$ cat src/rtl/toaplan2_cen_gen.sv
// toaplan2_cen_gen: multi-channel fractional clock-enable generator.
// Each channel accumulates n per cycle and ticks whenever the sum reaches m,
// giving an average tick rate of f*n/m. A binary counter of ticks derives
// the divided taps; the companion CENB outputs sit half a period away.
// New n/m ratios are captured into shadow registers and swapped in on the
// next tick so a period is never cut short or stretched.
//
// Optional feature: define TOAPLAN2_CEN_PAUSE_EN to add the PAUSE input,
// which freezes phase and suppresses pulses while LOAD capture keeps working.
//
// LOAD is a single-cycle strobe with no back-pressure: it is sampled on
// every rising CLK edge, accepted or rejected in that same cycle, and the
// outcome is visible on PEND/ERR the following cycle.
module toaplan2_cen_gen #(
  parameter int CH  = 2,
  parameter int W   = 8,
  parameter int DIV = 4,
  parameter int N0  = 1,
  parameter int M0  = 7
) (
  input  logic              CLK,
  input  logic              RESET_n,
  input  logic [CH*W-1:0]   N,
  input  logic [CH*W-1:0]   M,
  input  logic [CH-1:0]     LOAD,
`ifdef TOAPLAN2_CEN_PAUSE_EN
  input  logic              PAUSE,
`endif
  output logic [CH*DIV-1:0] CEN,
  output logic [CH*DIV-1:0] CENB,
  output logic [CH-1:0]     PEND,
  output logic [CH-1:0]     ERR
);

  // Tap counter width; a single-tap build still keeps a 1-bit counter.
  localparam int CW = (DIV > 1) ? DIV - 1 : 1;

  // Global run enable: low only while paused.
  logic run;
`ifdef TOAPLAN2_CEN_PAUSE_EN
  assign run = ~PAUSE;
`else
  assign run = 1'b1;
`endif

  for (genvar c = 0; c < CH; c++) begin : g_ch
    logic [W-1:0]   n_q, n_d, m_q, m_d;
    logic [W-1:0]   sn_q, sn_d, sm_q, sm_d;
    logic [W-1:0]   acc_q, acc_d;
    logic [CW-1:0]  cnt_q, cnt_d;
    logic           pend_q, pend_d;
    logic           err_q, err_d;
    logic [DIV-1:0] cen_q, cen_d, cenb_q, cenb_d;

    logic [W:0]     sum;
    logic [W:0]     half_m;
    logic [W-1:0]   rem;
    logic [W-1:0]   ld_n, ld_m;
    logic           tick_raw, tick, half, ld_ok, apply;

    assign ld_n     = N[c*W +: W];
    assign ld_m     = M[c*W +: W];
    assign sum      = {1'b0, acc_q} + {1'b0, n_q};
    assign half_m   = {2'b00, m_q[W-1:1]};
    // acc stays below m, so the post-tick remainder always fits in W bits.
    assign rem      = W'(sum - {1'b0, m_q});
    assign tick_raw = (sum >= {1'b0, m_q});
    assign tick     = run && tick_raw;
    assign half     = run && !tick_raw && ({1'b0, acc_q} < half_m) && (sum >= half_m);
    assign ld_ok    = (ld_m != '0) && (ld_n <= ld_m);
    // A ratio accepted in this very cycle must wait for a later tick.
    assign apply    = tick && pend_q && !(LOAD[c] && ld_ok);

    // Next-state: accumulator/tap counter advance, ratio apply, LOAD capture, pulse decode.
    always_comb begin
      n_d    = n_q;
      m_d    = m_q;
      sn_d   = sn_q;
      sm_d   = sm_q;
      acc_d  = acc_q;
      cnt_d  = cnt_q;
      pend_d = pend_q;
      err_d  = err_q;
      cen_d  = '0;
      cenb_d = '0;

      if (tick) begin
        acc_d = rem;
        cnt_d = cnt_q + CW'(1);
      end else if (run) begin
        acc_d = sum[W-1:0];
      end

      if (apply) begin
        n_d    = sn_q;
        m_d    = sm_q;
        pend_d = 1'b0;
        // Carry the residue over unless it would already exceed the new period.
        if (rem >= sm_q) begin
          acc_d = '0;
        end
      end

      if (LOAD[c]) begin
        if (ld_ok) begin
          sn_d   = ld_n;
          sm_d   = ld_m;
          pend_d = 1'b1;
          err_d  = 1'b0;
        end else begin
          err_d  = 1'b1;
        end
      end

      cen_d[0]  = tick;
      cenb_d[0] = half;
      for (int k = 1; k < DIV; k++) begin
        cen_d[k]  = tick && ((cnt_q & CW'((1 << k) - 1)) == '0);
        cenb_d[k] = tick && ((cnt_q & CW'((1 << k) - 1)) == CW'(1 << (k - 1)));
      end
    end

    // Channel state register with synchronous active-low reset.
    always_ff @(posedge CLK) begin
      if (!RESET_n) begin
        n_q    <= W'(N0);
        m_q    <= W'(M0);
        sn_q   <= W'(N0);
        sm_q   <= W'(M0);
        acc_q  <= '0;
        cnt_q  <= '0;
        pend_q <= 1'b0;
        err_q  <= 1'b0;
        cen_q  <= '0;
        cenb_q <= '0;
      end else begin
        n_q    <= n_d;
        m_q    <= m_d;
        sn_q   <= sn_d;
        sm_q   <= sm_d;
        acc_q  <= acc_d;
        cnt_q  <= cnt_d;
        pend_q <= pend_d;
        err_q  <= err_d;
        cen_q  <= cen_d;
        cenb_q <= cenb_d;
      end
    end

    assign CEN[c*DIV +: DIV]  = cen_q;
    assign CENB[c*DIV +: DIV] = cenb_q;
    assign PEND[c]            = pend_q;
    assign ERR[c]             = err_q;
  end

endmodule

$ cat config.mk
export PLATFORM = sky130hd
export DESIGN_NAME = toaplan2_cen_gen
export DESIGN_NICKNAME = d
export VERILOG_FILES = /design/src/rtl/toaplan2_cen_gen.sv
export SDC_FILE = /design/constraint.sdc
export NUM_CORES = 1
export LEC_CHECK = 0
export ABC_CLOCK_PERIOD_IN_PS = 9700
export CORE_UTILIZATION = 38
export DETAILED_ROUTE_END_ITERATION = 10
export GPL_TIMING_DRIVEN = 0
export PLACE_DENSITY_LB_ADDON = 0.15
export SYNTH_ARGS = -nofsm -noshare
export SYNTH_HDL_FRONTEND = slang
export SYNTH_SLANG_ARGS = --single-unit
$ cat constraint.sdc
create_clock -name CLK -period 9.7 [get_ports CLK]
set_input_delay 0.97 -clock CLK [delete_from_list [all_inputs] [get_ports CLK]]
set_output_delay 0.97 -clock CLK [all_outputs]
set_load 0.02 [all_outputs]
==> results.py <==
metrics = {
    "status": {
        "status": "finished, final reports clean",
    },
    "floorplanning": {
        "core.rowCount": 47,
        "dieWidth_um": 134,
        "dieArea_mm2": 0.0180,
        "floorplan.initialDensity_pct": 39.4,
        "top_level_ports": 56,
        "die_h_um": 134,
        "floorplan.core_area_mm2": 0.0168,
    },
    "clock_tree": {
        "tritoncts": "built",
        "cts.clk_slew.worst_paths_ps": 70,
        "clock-sinks": 106,
        "post-cts-setup-buffers": 0,
        "cts-resized-gates": 0,
        "cts.path.max_buffers": 2,
        "cts_root_cell": "sky130_fd_sc_hd__clkbuf_16",
        "cts.htree.levels": 3,
        "worstSkewPairLatency_ps": 360,
        "cts-buffers-inserted": 9,
        "cts.hold.buffers_added": 0,
    },
    "sta": {
        "tightestPinTransition_ps": 1240,
        "min_cycle_time_layout_ps": 4930,
        "final_number_of_max_transition_violations": 0,
        "setup-tns-final_ps": 0,
        "fin_crit_sh_pct": 50.9,
        "final_hold_viol_count": 0,
        "timing.clock.skew_ps": 7.57,
        "max-slew-margin-rel_pct": 16.5,
        "finalSetupViolations": 0,
        "max_clock_freq_ghz": 0.203,
        "grt_setup_unrepaired": "no",
    },
    "placed_design": {
        "port_buffers": 55,
        "gpl.final_weighted_congestion": 0.866,
        "detailedPlacementHpwl_mm": 13.7,
        "placed_area_mm2": 0.00746,
    },
    "grt": {
        "grt_first_pass_wirelength_mm": 27.6,
        "largest_net_degree_at_the_start_of_global_routing": 19,
        "grt_util_all_layers_pct": 19.6,
        "globalRouteOverflowTotal": 0,
        "antenna_violations_before_repair": 0,
        "grt_pass1_vias": 5474,
    },
    "synth": {
        "synth_edf_count": 0,
        "synth_largest_type_area_fraction_pct": 32.0,
        "dominantRegCellSynth": "sky130_fd_sc_hd__dfxtp_1",
        "synth.yosys.seq_area_share_pct": 32.0,
        "synthesis.instances": 751,
        "yosys_warnings": 0,
        "avgSynthCellArea_um2": 8.83,
        "synth.distinct_cells": 58,
        "syn_nets": 887,
        "netlist.top_cell.by_area": "sky130_fd_sc_hd__dfxtp_1",
        "yosys_register_bits": 106,
        "async_set_or_reset_flop_fraction_in_the_synthesized_netlist_pct": 0,
        "syn_area_mm2": 0.00663,
        "synth_area_leaders": "sky130_fd_sc_hd__dfxtp_1 32%, sky130_fd_sc_hd__ha_1 18%, sky130_fd_sc_hd__mux2i_1 6.2%, sky130_fd_sc_hd__inv_1 4.6%, sky130_fd_sc_hd__nand2_1 4.4%",
    },
    "cells_and_area": {
        "antenna_cells_inserted": 0,
        "num-nets-final": 953,
        "num-fill-cells": 1659,
        "leading_cell_types_in_the_layout_fill_and_taps_excluded": "106 x sky130_fd_sc_hd__dfxtp_1, 96 x sky130_fd_sc_hd__ha_1, 82 x sky130_fd_sc_hd__inv_1, 78 x sky130_fd_sc_hd__nand2_1, 55 x sky130_fd_sc_hd__clkdlybuf4s50_1",
        "relative_area_change_from_synthesis_to_final_layout_pct": 16.7,
        "postLayoutCellArea_mm2": 0.00774,
        "most_frequent_standard_cell_in_the_layout_excluding_fill_and_tap_cells": "sky130_fd_sc_hd__dfxtp_1",
        "drive_above_1_share_pct": 3.53,
    },
    "route": {
        "num_vias": 5477,
        "initialDrtViolationCount": 267,
        "post_drt_wl_per_cell_um": 16.2,
        "remaining_drc_errors": 0,
        "drt.antenna.violating_nets": 0,
        "finalWirelength_mm": 16.9,
        "route.detailed.vias_per_inst": 5.26,
        "drtPass1Iterations": 5,
    },
    "worst_setup_path": {
        "worstSetupEndpoint": "g_ch[0].acc_q[7]$_SDFF_PN0_",
        "endpoint_kind": "flip-flop",
        "crit_type": "flip-flop to flip-flop",
        "ff2ff_path_depth": 18,
        "worst_r2r_startpoint": "g_ch[0].n_q[0]$_SDFFE_PN1P_",
        "startpoint": "g_ch[0].n_q[0]$_SDFFE_PN1P_",
        "worstPathRequired_ps": 9900,
        "worst-path-max-fanout": 8,
        "rrSetupSlack_ps": 4770,
        "cp_data_arrival_time_ps": 5130,
        "setup.worst_path.start_class": "flip-flop",
        "r2r-end": "g_ch[0].acc_q[7]$_SDFF_PN0_",
    },
    "pwr": {
        "leak_pwr_nw": 3.41,
        "share_comb_of_total_power_pct": 56.9,
        "total_power_mw": 2.11,
        "p_int_mw": 1.19,
        "seq_power_share_pct": 26.6,
        "p_sw_mw": 0.917,
        "switching_part_of_the_total_pct": 43.4,
        "ir_worst_vdd_v": 0.000112,
        "p_clk_share_pct": 16.6,
        "cell_area_power_density_mw_per_mm2": 273,
    },
    "min_path": {
        "holdCritPathClass": "flip-flop to flip-flop",
    },
    "job": {
        "max_cap_viol_count": 0,
    },
}
power by group through the flow:
stage	registers, mW	clock network [mW]	logic, mW
global route	0.570	0.378	1.34
finish	0.561	0.350	1.20
floorplan	0.581	0	0.841
CTS	0.562	0.364	1.19
global placement	0.570	0	1.15
detailed placement	0.572	0	1.18
layer usage:
layer | global-route usage, % | share of wire, % | up-vias
met4 | 6.30 | 1.5 | 0
met3 | 3.14 | 4.3 | 14
met1 | 27.1 | 50 | 2543
met2 | 31.1 | 44 | 108
met5 | 0 | 0 | -
li1 | - | - | 2812
worst max-delay path, stage by stage (launching register included):
cell                       delay, ps
sky130_fd_sc_hd__dfxtp_1         340
sky130_fd_sc_hd__ha_1            240
sky130_fd_sc_hd__fa_1            420
sky130_fd_sc_hd__nand2_1         100
sky130_fd_sc_hd__a21boi_0        170
sky130_fd_sc_hd__o21a_1          220
sky130_fd_sc_hd__nor2_1          110
sky130_fd_sc_hd__xnor2_1         130
sky130_fd_sc_hd__ha_1            370
sky130_fd_sc_hd__inv_1           100
sky130_fd_sc_hd__o31ai_1         330
sky130_fd_sc_hd__a21oi_1         110
sky130_fd_sc_hd__xor2_1          190
sky130_fd_sc_hd__inv_1            90
sky130_fd_sc_hd__ha_1            300
sky130_fd_sc_hd__nand4_1         110
sky130_fd_sc_hd__o31a_1          300
sky130_fd_sc_hd__a311oi_1        980
sky130_fd_sc_hd__o32ai_1         170
logic make-up (layout without fill, tap and decap cells):
group,count (synthesis),count (layout),share of synthesized area [%]
mux,41,41,6.19
simple gates,187,187,13.4
compound gates,188,188,20.0
buf+inv,112,183,6.85
fa+ha+maj,100,100,19.3
xor+xnor,17,17,2.25
flops,106,106,32.0
cells in the mapped netlist (all sizes together), types with 5 or more instances:
| cell | number |
|---|---|
| a211oi | 13 |
| a21o | 13 |
| a21oi | 39 |
| a22o | 12 |
| and2 | 6 |
| and3 | 8 |
| buf | 9 |
| clkbuf | 21 |
| dfxtp | 106 |
| ha | 96 |
| inv | 82 |
| mux2i | 41 |
| nand2 | 79 |
| nand2b | 12 |
| nand3 | 9 |
| nand4 | 12 |
| nor2 | 32 |
| nor2b | 6 |
| nor3 | 7 |
| nor4 | 5 |
| o211ai | 17 |
| o21a | 6 |
| o21ai | 32 |
| o21bai | 6 |
| o2bb2ai | 5 |
| o32ai | 6 |
| xnor2 | 11 |
| xor2 | 6 |
flip-flops by register name, summed over array words and instances, names as in the netlist:
register     cells
g_ch.acc_q      16
g_ch.n_q        16
g_ch.pend_q      2
g_ch.err_q       2
g_ch.sm_q       16
g_ch.cenb_q      8
g_ch.sn_q       16
g_ch.cen_q       8
g_ch.cnt_q       6
g_ch.m_q        16
area by class of cell:
type / instances / area [um^2] / area share [%]
multi-input cells: 533 / 4060 / 52.4
flip-flops and latches: 106 / 2120 / 27.4
repair buffers: 55 / 551 / 7.12
inverters: 82 / 308 / 3.98
well taps: 220 / 275 / 3.56
clock buffers: 10 / 229 / 2.96
plain buffers: 30 / 146 / 1.89
clock inverters: 6 / 50.0 / 0.647
how the worst min path moves through the flow:
stage	from	slack, ps	cells after the start	end
2_1_floorplan	g_ch[0].cnt_q[2]$_SDFFE_PN0N_	410	1	g_ch[0].cen_q[3]$_SDFF_PN0_
3_3_place_gp	g_ch[0].cnt_q[2]$_SDFFE_PN0N_	440	1	g_ch[0].cen_q[3]$_SDFF_PN0_
3_5_place_dp	g_ch[0].cnt_q[2]$_SDFFE_PN0N_	440	1	g_ch[0].cen_q[3]$_SDFF_PN0_
4_1_cts	g_ch[0].cnt_q[2]$_SDFFE_PN0N_	450	1	g_ch[0].cen_q[3]$_SDFF_PN0_
5_1_grt	g_ch[0].cnt_q[2]$_SDFFE_PN0N_	470	1	g_ch[0].cen_q[3]$_SDFF_PN0_
6_report	g_ch[0].cnt_q[2]$_SDFFE_PN0N_	440	1	g_ch[0].cen_q[3]$_SDFF_PN0_
metrics by stage:
stage	util [%]	std cells	worst slack [ps]	hold slack (ps)
final	46.0	1042	4770	443
after global routing	46.0	1042	4340	473
after CTS	46.0	1042	4750	449
after detailed placement	44.3	1026	4810	439
after global placement	44.3	1026	4780	435
after floorplan	-	751	5700	415
No activity file was read; power rests on OpenSTA's default activity.
